`src/rtl/ahbl_spi_pkg.sv`:
```
// Shared types and constants for the AHB-Lite to SPI flash read bridge.
package ahbl_spi_pkg;

    typedef enum logic [2:0] {
        ST_IDLE,
        ST_CMD,
        ST_ADDR,
        ST_DATA,
        ST_DONE,
        ST_ERR1,
        ST_ERR2
    } state_e;

    localparam logic [1:0] HTRANS_IDLE   = 2'b00;
    localparam logic [1:0] HTRANS_BUSY   = 2'b01;
    localparam logic [1:0] HTRANS_NONSEQ = 2'b10;
    localparam logic [1:0] HTRANS_SEQ    = 2'b11;

    localparam logic [7:0] READ_CMD_DEF = 8'h03;

    localparam int CMD_BITS   = 8;
    localparam int ADDR_BITS  = 24;
    localparam int DATA_BITS  = 32;
    localparam int TOTAL_BITS = CMD_BITS + ADDR_BITS + DATA_BITS;

    // Flash bytes arrive in address order; the first one lands in the low byte.
    function automatic logic [31:0] bswap32(input logic [31:0] w);
        return {w[7:0], w[15:8], w[23:16], w[31:24]};
    endfunction

endpackage

```
`src/rtl/spi_shift_engine.sv`:
```
// Mode-0 SPI shifter: one 64-bit frame (cmd, addr, 32 dummy out / 32 data in).
module spi_shift_engine
    import ahbl_spi_pkg::*;
#(
    parameter int CLK_DIV = 2
) (
    input  logic        clk_i,
    input  logic        rst_ni,
    input  logic        start_i,
    input  logic [7:0]  cmd_i,
    input  logic [23:0] addr_i,
    input  logic        sdi_i,
    output logic        busy_o,
    output logic        sclk_o,
    output logic        sdo_o,
    output logic        bit_end_o,
    output logic        done_o,
    output logic [5:0]  bit_idx_o,
    output logic [31:0] rx_o
);

    logic [63:0] sout_q, sout_d;
    logic [31:0] sin_q, sin_d;
    logic [7:0]  div_q, div_d;
    logic [5:0]  bit_q, bit_d;
    logic        busy_q, busy_d;
    logic        sclk_q, sclk_d;
    logic        half_end, rise, fall;

    assign half_end = busy_q && (div_q == 8'(CLK_DIV - 1));
    assign rise     = half_end && !sclk_q;
    assign fall     = half_end && sclk_q;

    always_comb begin
        sout_d = sout_q;
        sin_d  = sin_q;
        div_d  = div_q;
        bit_d  = bit_q;
        busy_d = busy_q;
        sclk_d = sclk_q;
        if (start_i) begin
            sout_d = {cmd_i, addr_i, 32'h0};
            busy_d = 1'b1;
            div_d  = 8'd0;
            sclk_d = 1'b0;
            bit_d  = 6'd0;
        end else if (busy_q) begin
            div_d = half_end ? 8'd0 : div_q + 8'd1;
            // MISO is captured on the same HCLK edge that raises SCLK.
            if (rise) begin
                sclk_d = 1'b1;
                sin_d  = {sin_q[30:0], sdi_i};
            end
            if (fall) begin
                sclk_d = 1'b0;
                sout_d = {sout_q[62:0], 1'b0};
                bit_d  = bit_q + 6'd1;
                if (bit_q == 6'(TOTAL_BITS - 1))
                    busy_d = 1'b0;
            end
        end
    end

    always_ff @(posedge clk_i or negedge rst_ni) begin
        if (!rst_ni) begin
            sout_q <= '0;
            sin_q  <= '0;
            div_q  <= '0;
            bit_q  <= '0;
            busy_q <= 1'b0;
            sclk_q <= 1'b0;
        end else begin
            sout_q <= sout_d;
            sin_q  <= sin_d;
            div_q  <= div_d;
            bit_q  <= bit_d;
            busy_q <= busy_d;
            sclk_q <= sclk_d;
        end
    end

    assign busy_o    = busy_q;
    assign sclk_o    = sclk_q;
    assign sdo_o     = sout_q[63];
    assign bit_end_o = fall;
    assign done_o    = fall && (bit_q == 6'(TOTAL_BITS - 1));
    assign bit_idx_o = bit_q;
    assign rx_o      = sin_q;

endmodule

```
`src/rtl/ahbl_spi_flash_rd.sv`:
```
// AHB-Lite read-only slave: each word read becomes one SPI flash READ frame.
module ahbl_spi_flash_rd
    import ahbl_spi_pkg::*;
#(
    parameter int         CLK_DIV  = 2,
    parameter logic [7:0] READ_CMD = READ_CMD_DEF
) (
    input  logic        HCLK,
    input  logic        HRESETN,
    input  logic        HSEL,
    input  logic [31:0] HADDR,
    input  logic [1:0]  HTRANS,
    input  logic        HWRITE,
    input  logic [2:0]  HSIZE,
    input  logic [31:0] HWDATA,
    input  logic        HREADY,
    output logic        HREADYOUT,
    output logic        HRESP,
    output logic [31:0] HRDATA,
    output logic        SPISCLKO,
    output logic        SPISS,
    output logic        SPISDO,
    input  logic        SPISDI
);

    state_e      state_q, state_d;
    logic [31:0] hrdata_q, hrdata_d;
    logic        data_ready, accept, rd_start;
    logic        busy, bit_end, done;
    logic [5:0]  bit_idx;
    logic [31:0] rx;
    logic        unused_bits;

    assign unused_bits = ^{HSIZE, HWDATA, HADDR[31:24], HADDR[1:0]};

    assign data_ready = (state_q == ST_IDLE) || (state_q == ST_DONE) || (state_q == ST_ERR2);
    assign accept     = data_ready && HSEL && HREADY &&
                        ((HTRANS == HTRANS_NONSEQ) || (HTRANS == HTRANS_SEQ));
    assign rd_start   = accept && !HWRITE;

    always_comb begin
        state_d  = state_q;
        hrdata_d = hrdata_q;
        case (state_q)
            ST_IDLE, ST_DONE, ST_ERR2: begin
                if (accept) state_d = HWRITE ? ST_ERR1 : ST_CMD;
                else        state_d = ST_IDLE;
            end
            ST_CMD:
                if (bit_end && bit_idx == 6'(CMD_BITS - 1)) state_d = ST_ADDR;
            ST_ADDR:
                if (bit_end && bit_idx == 6'(CMD_BITS + ADDR_BITS - 1)) state_d = ST_DATA;
            ST_DATA:
                if (done) begin
                    state_d  = ST_DONE;
                    hrdata_d = bswap32(rx);
                end
            ST_ERR1: state_d = ST_ERR2;
            default: state_d = ST_IDLE;
        endcase
    end

    always_ff @(posedge HCLK or negedge HRESETN) begin
        if (!HRESETN) begin
            state_q  <= ST_IDLE;
            hrdata_q <= '0;
        end else begin
            state_q  <= state_d;
            hrdata_q <= hrdata_d;
        end
    end

    spi_shift_engine #(.CLK_DIV(CLK_DIV)) u_eng (
        .clk_i     (HCLK),
        .rst_ni    (HRESETN),
        .start_i   (rd_start),
        .cmd_i     (READ_CMD),
        .addr_i    ({HADDR[23:2], 2'b00}),
        .sdi_i     (SPISDI),
        .busy_o    (busy),
        .sclk_o    (SPISCLKO),
        .sdo_o     (SPISDO),
        .bit_end_o (bit_end),
        .done_o    (done),
        .bit_idx_o (bit_idx),
        .rx_o      (rx)
    );

    assign HREADYOUT = data_ready;
    assign HRESP     = (state_q == ST_ERR1) || (state_q == ST_ERR2);
    assign HRDATA    = hrdata_q;
    assign SPISS     = !busy;

endmodule

```
`config.mk`:
```
export PLATFORM = sky130hd
export DESIGN_NAME = ahbl_spi_flash_rd
export DESIGN_NICKNAME = d
export VERILOG_FILES = /design/src/rtl/ahbl_spi_pkg.sv /design/src/rtl/spi_shift_engine.sv /design/src/rtl/ahbl_spi_flash_rd.sv
export SDC_FILE = /design/constraint.sdc
export NUM_CORES = 1
export LEC_CHECK = 0
export BUFFER_PORTS_ARGS = -buffer_cell sky130_fd_sc_hd__buf_2
export CAP_MARGIN = 25
export CORE_MARGIN = 4
export CORE_UTILIZATION = 44
export DETAILED_ROUTE_END_ITERATION = 10
export GPL_ROUTABILITY_DRIVEN = 0
export PLACE_DENSITY = 0.67
export SETUP_SLACK_MARGIN = 0.5
export SLEW_MARGIN = 20
export SYNTH_ARGS = -nofsm -noshare
export SYNTH_HDL_FRONTEND = slang
export SYNTH_SLANG_ARGS = --single-unit
```
`constraint.sdc`:
```
create_clock -name HCLK -period 2.8 [get_ports HCLK]
set_clock_uncertainty 0.15 [all_clocks]
set_input_delay 0 -clock HCLK [delete_from_list [all_inputs] [get_ports HCLK]]
set_output_delay 0 -clock HCLK [all_outputs]
set_load 0.005 [all_outputs]
```
==> impl_metrics.yaml, run 1 <==
sta:
  finalCritPeriodShare_pct: 79.4
  finalSetupTns_ps: 0
  fmax_mhz: 450
  period_needed_ps: 2220
  setup_viol_count_final: 0
  rsz0062_at_grt: "true"
  slew_headroom_pct: 51.2
  hold-worst-slack_ps: 75.6
  finalWorstSetupSlack_ps: 577
  hold_viol_final: 0
  tightest_slew_ps: 732
  drv_slew: 0
grt:
  grt_pass1_wl_um: 16300
  track_usage_pct: 16.0
  grt_max_degree: 69
  gr-total-overflow: 0
  antenna_found_initial: 0
  grt_pass1_vias: 3307
logic_synthesis:
  ys_warn_count: 0
  ys_seq_area_share_pct: 57.8
  yosys-top-cells-area: "dfrtp_1 (58%), mux2_4 (8.9%), mux2_2 (7.8%)"
  syn-instance-count: 385
  synth_flop_cell: "dfrtp_1"
  synth_top_area_cell: "dfrtp_1"
  synth.distinct_cells: 35
  async_reset_ff_share_pct: 100
  synth_edf_count: 0
  netlist_area_um2: 4890
  synth_top_area_share_pct: 57.8
  yosys.cell_count.top_type: "dfrtp_1"
  syn-num-nets: 463
  synth.avg_cell_area_um2: 12.7
  netlist_top_cells_count: "dfrtp_1 (113), nand2_1 (47), mux2_2 (34)"
  ys_seq_elements: 113
placed_design:
  dpl.hpwl_um: 5730
  place_area_um2: 5360
  port_buffers: 65
  dpl_worst_slack_ps: 371
run:
  drv_cap: 0
finish:
  stdcell_area_um2: 6380
  areaGrowthSynthToFinish_pct: 30.5
  layout.nets: 563
  diodes: 0
  drive_above_1_share_pct: 35.9
  fin_util_pct: 58.9
  fill_cells: 857
power_and_ir_drop:
  p_int_mw: 3.98
  swShare_pct: 27.7
  combPwrFrac_pct: 16.3
  peakVddDrop_mv: 0.558
  power.switching_mw: 1.52
  pwr-share-clk_pct: 41.6
  p_leak_nw: 3.15
  p_per_area_nw_per_um2: 862
  seq_power_share_pct: 42.0
routing:
  finalWirelength_um: 9630
  drt_iter0_markers: 236
  firstDrtPassIters: 4
  vias_per_cell: 4.98
  drcViolationCount: 0
  antenna_left: 0
  drt-wirelength-per-cell_um: 15.1
  via_count: 3179
die:
  die_x_um: 113
  core_area_um2: 10800
  die_h_um: 113
  ios: 112
  fp-row-count: 38
  die-area_um2: 12900
  start_util_pct: 45.1
status:
  status: "completed"
worst_setup_path:
  cp-end-kind: "flop"
  cp_cell_sequence: "inv_1 > ha_1 > nor4b_2 > buf_4 > nand3_2 > or3_4 > buf_12 > mux2_4"
  cp_slowest_cell: "dfrtp_1"
  critPathRequiredTime_ps: 3040
  path_buf_inv: 3
  start_kind: "flop"
  cpPeakStageDelay_ps: 400
  cp_top_family: "simple AND/OR/NAND/NOR gates"
  arrival_ps: 2460
  cp_max_fo: 17
  crit_type: "flop to flop"
worst_hold_path:
  hp-class: "input pin to flop"
clock_tree:
  path_clk_slew_ps: 60
  cts-root-buf: "clkbuf_8"
  clk_path_buf_depth: 2
  htree_levels: 4
  cts_tree: "done"
  numCtsBuffers: 17
  clock_latency_ps: 510
  clock-sinks: 113
-- kinds of logic (layout without fill, tap and decap cells) --
family,Yosys count,after routing,share of synthesized area [%]
and+or+nand+nor,99,99,10.1
adders and majority gates,3,3,0.768
buffers and inverters,28,141,3.04
xor gates and xnor gates,9,9,1.61
muxes,87,87,21.7
DFF,113,113,57.8
AOI/OAI and AO/OA,46,46,5.04
-- sequential cells by signal (all words and copies together) (netlist names) --
signal	count
u_eng.div_q	8
u_eng.sclk_o	1
u_eng.rx_o	32
u_eng.busy_o	1
HRDATA	32
u_eng.sout_q	30
u_eng.bit_idx_o	6
state_q	3
-- worst paths after layout --
path | end | depth (start not counted) | slack [ps] | from
max | HRDATA[25] | 8 | 580 | u_eng.div_q[1]
min | u_eng.sout_q[46] | 4 | 80 | HADDR[14]
max reg2reg | HRDATA[25] | 8 | 580 | u_eng.div_q[1]
min reg2reg | u_eng.sout_q[56] | 2 | 340 | u_eng.sout_q[56]
max in group asynchronous | u_eng.sout_q[49] | 4 | 1280 | HRESETN
min in group asynchronous | u_eng.rx_o[22] | 3 | 490 | HRESETN
-- power groups by stage --
stage	registers, mW	logic (mW)	clock network (mW)
3_5_place_dp	2.34	0.829	0
4_1_cts	2.32	0.869	2.33
5_1_grt	2.37	1.04	2.42
2_1_floorplan	2.22	0.680	0
6_report	2.31	0.898	2.29
3_3_place_gp	2.33	0.789	0
-- placed cells by master, fill, tap and decap left out, types with 7 or more instances in the layout --
| cell | instances |
|---|---|
| mux2i_1 | 23 |
| buf_2 | 64 |
| xor2_1 | 8 |
| mux2_4 | 29 |
| nand2_1 | 46 |
| a21oi_1 | 14 |
| o21ai_0 | 26 |
| clkbuf_16 | 17 |
| nand4_1 | 11 |
| dlygate4sd3_1 | 29 |
| buf_4 | 7 |
| dfrtp_1 | 113 |
| mux2_2 | 34 |
| nor2_1 | 18 |
-- per-stage QoR --
stage,cells,power [mW]
2_1_floorplan,385,2.90
3_3_place_gp,572,3.12
3_5_place_dp,572,3.17
4_1_cts,635,5.52
5_1_grt,638,5.83
6_report,638,5.50
-- timing repair --
action                                  in CTS  in global routing
pin swaps                                    2                  0
endpoints found under the hold margin      138                  0
hold buffers                                29                  0
cloned                                       1                  1
endpoints found under the setup margin      64                 73
gates resized for setup                      3                  7
buffers inserted                             1                  2
-- per-layer routing --
metal  vias to the layer above  wire, um  track usage (%)  share of wire (%)
met3                         9       464             6.21                4.8
li1                       1539         -                -                  -
met4                         0        57             4.41               0.59
met5                         -         0                0                  0
met1                      1563      4470             20.1                 46
met2                        68      4640             26.0                 48
-- worst reg2reg max path, delay by kind of cell (launching register included) --
| kind | cells | cell delay (ps) |
|---|---|---|
| fa+ha+maj | 1 | 150 |
| buf+inv | 3 | 430 |
| flops | 1 | 400 |
| mux | 1 | 320 |
| simple gates | 3 | 670 |
-- final cells by class --
type	count	area [um^2]	share of cell area (%)
sequential	113	2830	44.3
multi-input combinational	244	1940	30.4
timing repair buffer	106	796	12.5
clock buffer	18	418	6.55
clock inverter	14	214	3.35
tap	140	175	2.74
inverter	3	11.3	0.176
No activity file was read; power rests on OpenSTA's default activity.
==> run 2, diff against run 1 <==
- PLACE_DENSITY: 0.67 -> 0.7
- clock period: 2.8 -> 1.8 ns (I/O delays scaled with it)
==> impl_metrics.yaml, run 2 (synthesis results as in run 1) <==
sta:
  period_needed_ps: 2230
  finalCritPeriodShare_pct: 124
  tightest_slew_ps: 518
  fmax_mhz: 449
  slew_headroom_pct: 65.5
  setup_viol_count_final: 98
  hold_viol_final: 35
  finalWorstSetupSlack_ps: -426
  hold-worst-slack_ps: -143
  rsz0062_at_grt: "true"
  finalSetupTns_ps: -33490
  drv_slew: 0
grt:
  grt_max_degree: 41
  antenna_found_initial: 0
  track_usage_pct: 18.4
  grt_pass1_vias: 3782
  grt_pass1_wl_um: 18600
  gr-total-overflow: 0
power_and_ir_drop:
  p_leak_nw: 3.50
  peakVddDrop_mv: 0.993
  p_int_mw: 6.56
  combPwrFrac_pct: 28.0
  p_per_area_nw_per_um2: 1320
  pwr-share-clk_pct: 34.3
  power.switching_mw: 2.70
  p_total_mw: 9.26
  seq_power_share_pct: 37.7
  swShare_pct: 29.1
die:
  fp-row-count: 38
  ios: 112
  die-area_um2: 12900
  die_x_um: 113
  start_util_pct: 45.1
  core_area_um2: 10800
  die_h_um: 113
finish:
  multiInputGateArea_um2: 2040
  layout_common_cells: "dfrtp_1 (112), buf_2 (64), buf_4 (45)"
  layout_commonest_cell: "dfrtp_1"
  fin_cells: 696
  diodes: 0
  seqCellArea_um2: 2830
  fill_cells: 786
  areaGrowthSynthToFinish_pct: 43.6
  drive_above_1_share_pct: 46.8
  stdcell_area_um2: 7020
  layout.nets: 621
clock_tree:
  clock-sinks: 113
  holdBufCountCts: 26
  numCtsBuffers: 17
  cts-root-buf: "clkbuf_8"
  path_clk_slew_ps: 60
  clk_path_buf_depth: 2
  cts_tree: "done"
  htree_levels: 4
  clock_latency_ps: 510
run:
  drv_cap: 0
worst_setup_path:
  start_kind: "flop"
  cp_max_fo: 32
  arrival_ps: 2470
  crit_type: "flop to flop"
  critPathRequiredTime_ps: 2040
  cp-end-kind: "flop"
worst_hold_path:
  hp-class: "input pin to async pin"
placed_design:
  port_buffers: 65
  place_area_um2: 5650
  place_inst: 606
  dpl.hpwl_um: 6280
routing:
  via_count: 3528
  drt-wirelength-per-cell_um: 16.2
  firstDrtPassIters: 4
  finalWirelength_um: 11300
  drt_iter0_markers: 156
  antenna_left: 0
  drcViolationCount: 0
  vias_per_cell: 5.07
status:
  failed_checks: "negative hold slack, negative setup slack"
  status: "finished, violations left"
run 2: power by group through the flow:
stage | registers, mW | logic, mW | clock network, mW
after floorplan | 3.46 | 1.19 | 0
after global placement | 3.47 | 1.87 | 0
after detailed placement | 3.49 | 1.95 | 0
after CTS | 3.47 | 2.42 | 3.22
after global routing | 3.56 | 2.85 | 3.36
final | 3.49 | 2.59 | 3.17
run 2: final cells by class:
class | instances | share of cell area, %
Clock buffer | 22 | 6.45
Sequential cell | 113 | 40.3
Timing Repair Buffer | 164 | 19.9
Multi-Input combinational cell | 244 | 29.0
Clock inverter | 10 | 1.57
Tap cell | 140 | 2.49
Inverter | 3 | 0.232
run 2: worst paths after layout:
check	slack, ps	to	start	depth (start not counted)
max reg2reg	-430	u_eng.rx_o[31]	u_eng.div_q[1]	8
max	-430	u_eng.rx_o[31]	u_eng.div_q[1]	8
min in group HCLK	90	u_eng.sout_q[44]	HADDR[12]	4
max in group asynchronous	1040	u_eng.sout_q[53]	HRESETN	3
min	-140	HRDATA[3]	HRESETN	2
min reg2reg	350	u_eng.sout_q[56]	u_eng.sout_q[55]	2
run 2: repair_timing:
item                                   4_1_cts  5_1_grt
setup buffers                               12       11
pin swaps                                   22        5
gates cloned                                 7        2
gates resized for setup                     46        9
setup endpoints to repair                  117      117
endpoints found under the hold margin      152       35
run 2: per-stage QoR:
step,setup WS [ps],hold WS (ps),util (%)
finish,-426,-143,64.8
global route,-507,-103,64.8
CTS,-384,-152,63.4
detailed placement,-478,-145,52.1
global placement,-385,-155,52.1
floorplan,-368,-446,-
run 2: critical path, stage by stage, from the launching register on:
cell,delay [ps]
dfrtp_1,370
inv_1,50
ha_1,130
nor4b_4,270
buf_4,190
nand2_2,70
or3_4,360
buf_12,180
mux2_1,330
run 2: per-layer routing:
metal	GRT usage [%]	share of wire (%)
met3	4.46	4.1
met1	21.0	40
met2	33.2	54
met5	0	0
met4	7.37	1.6
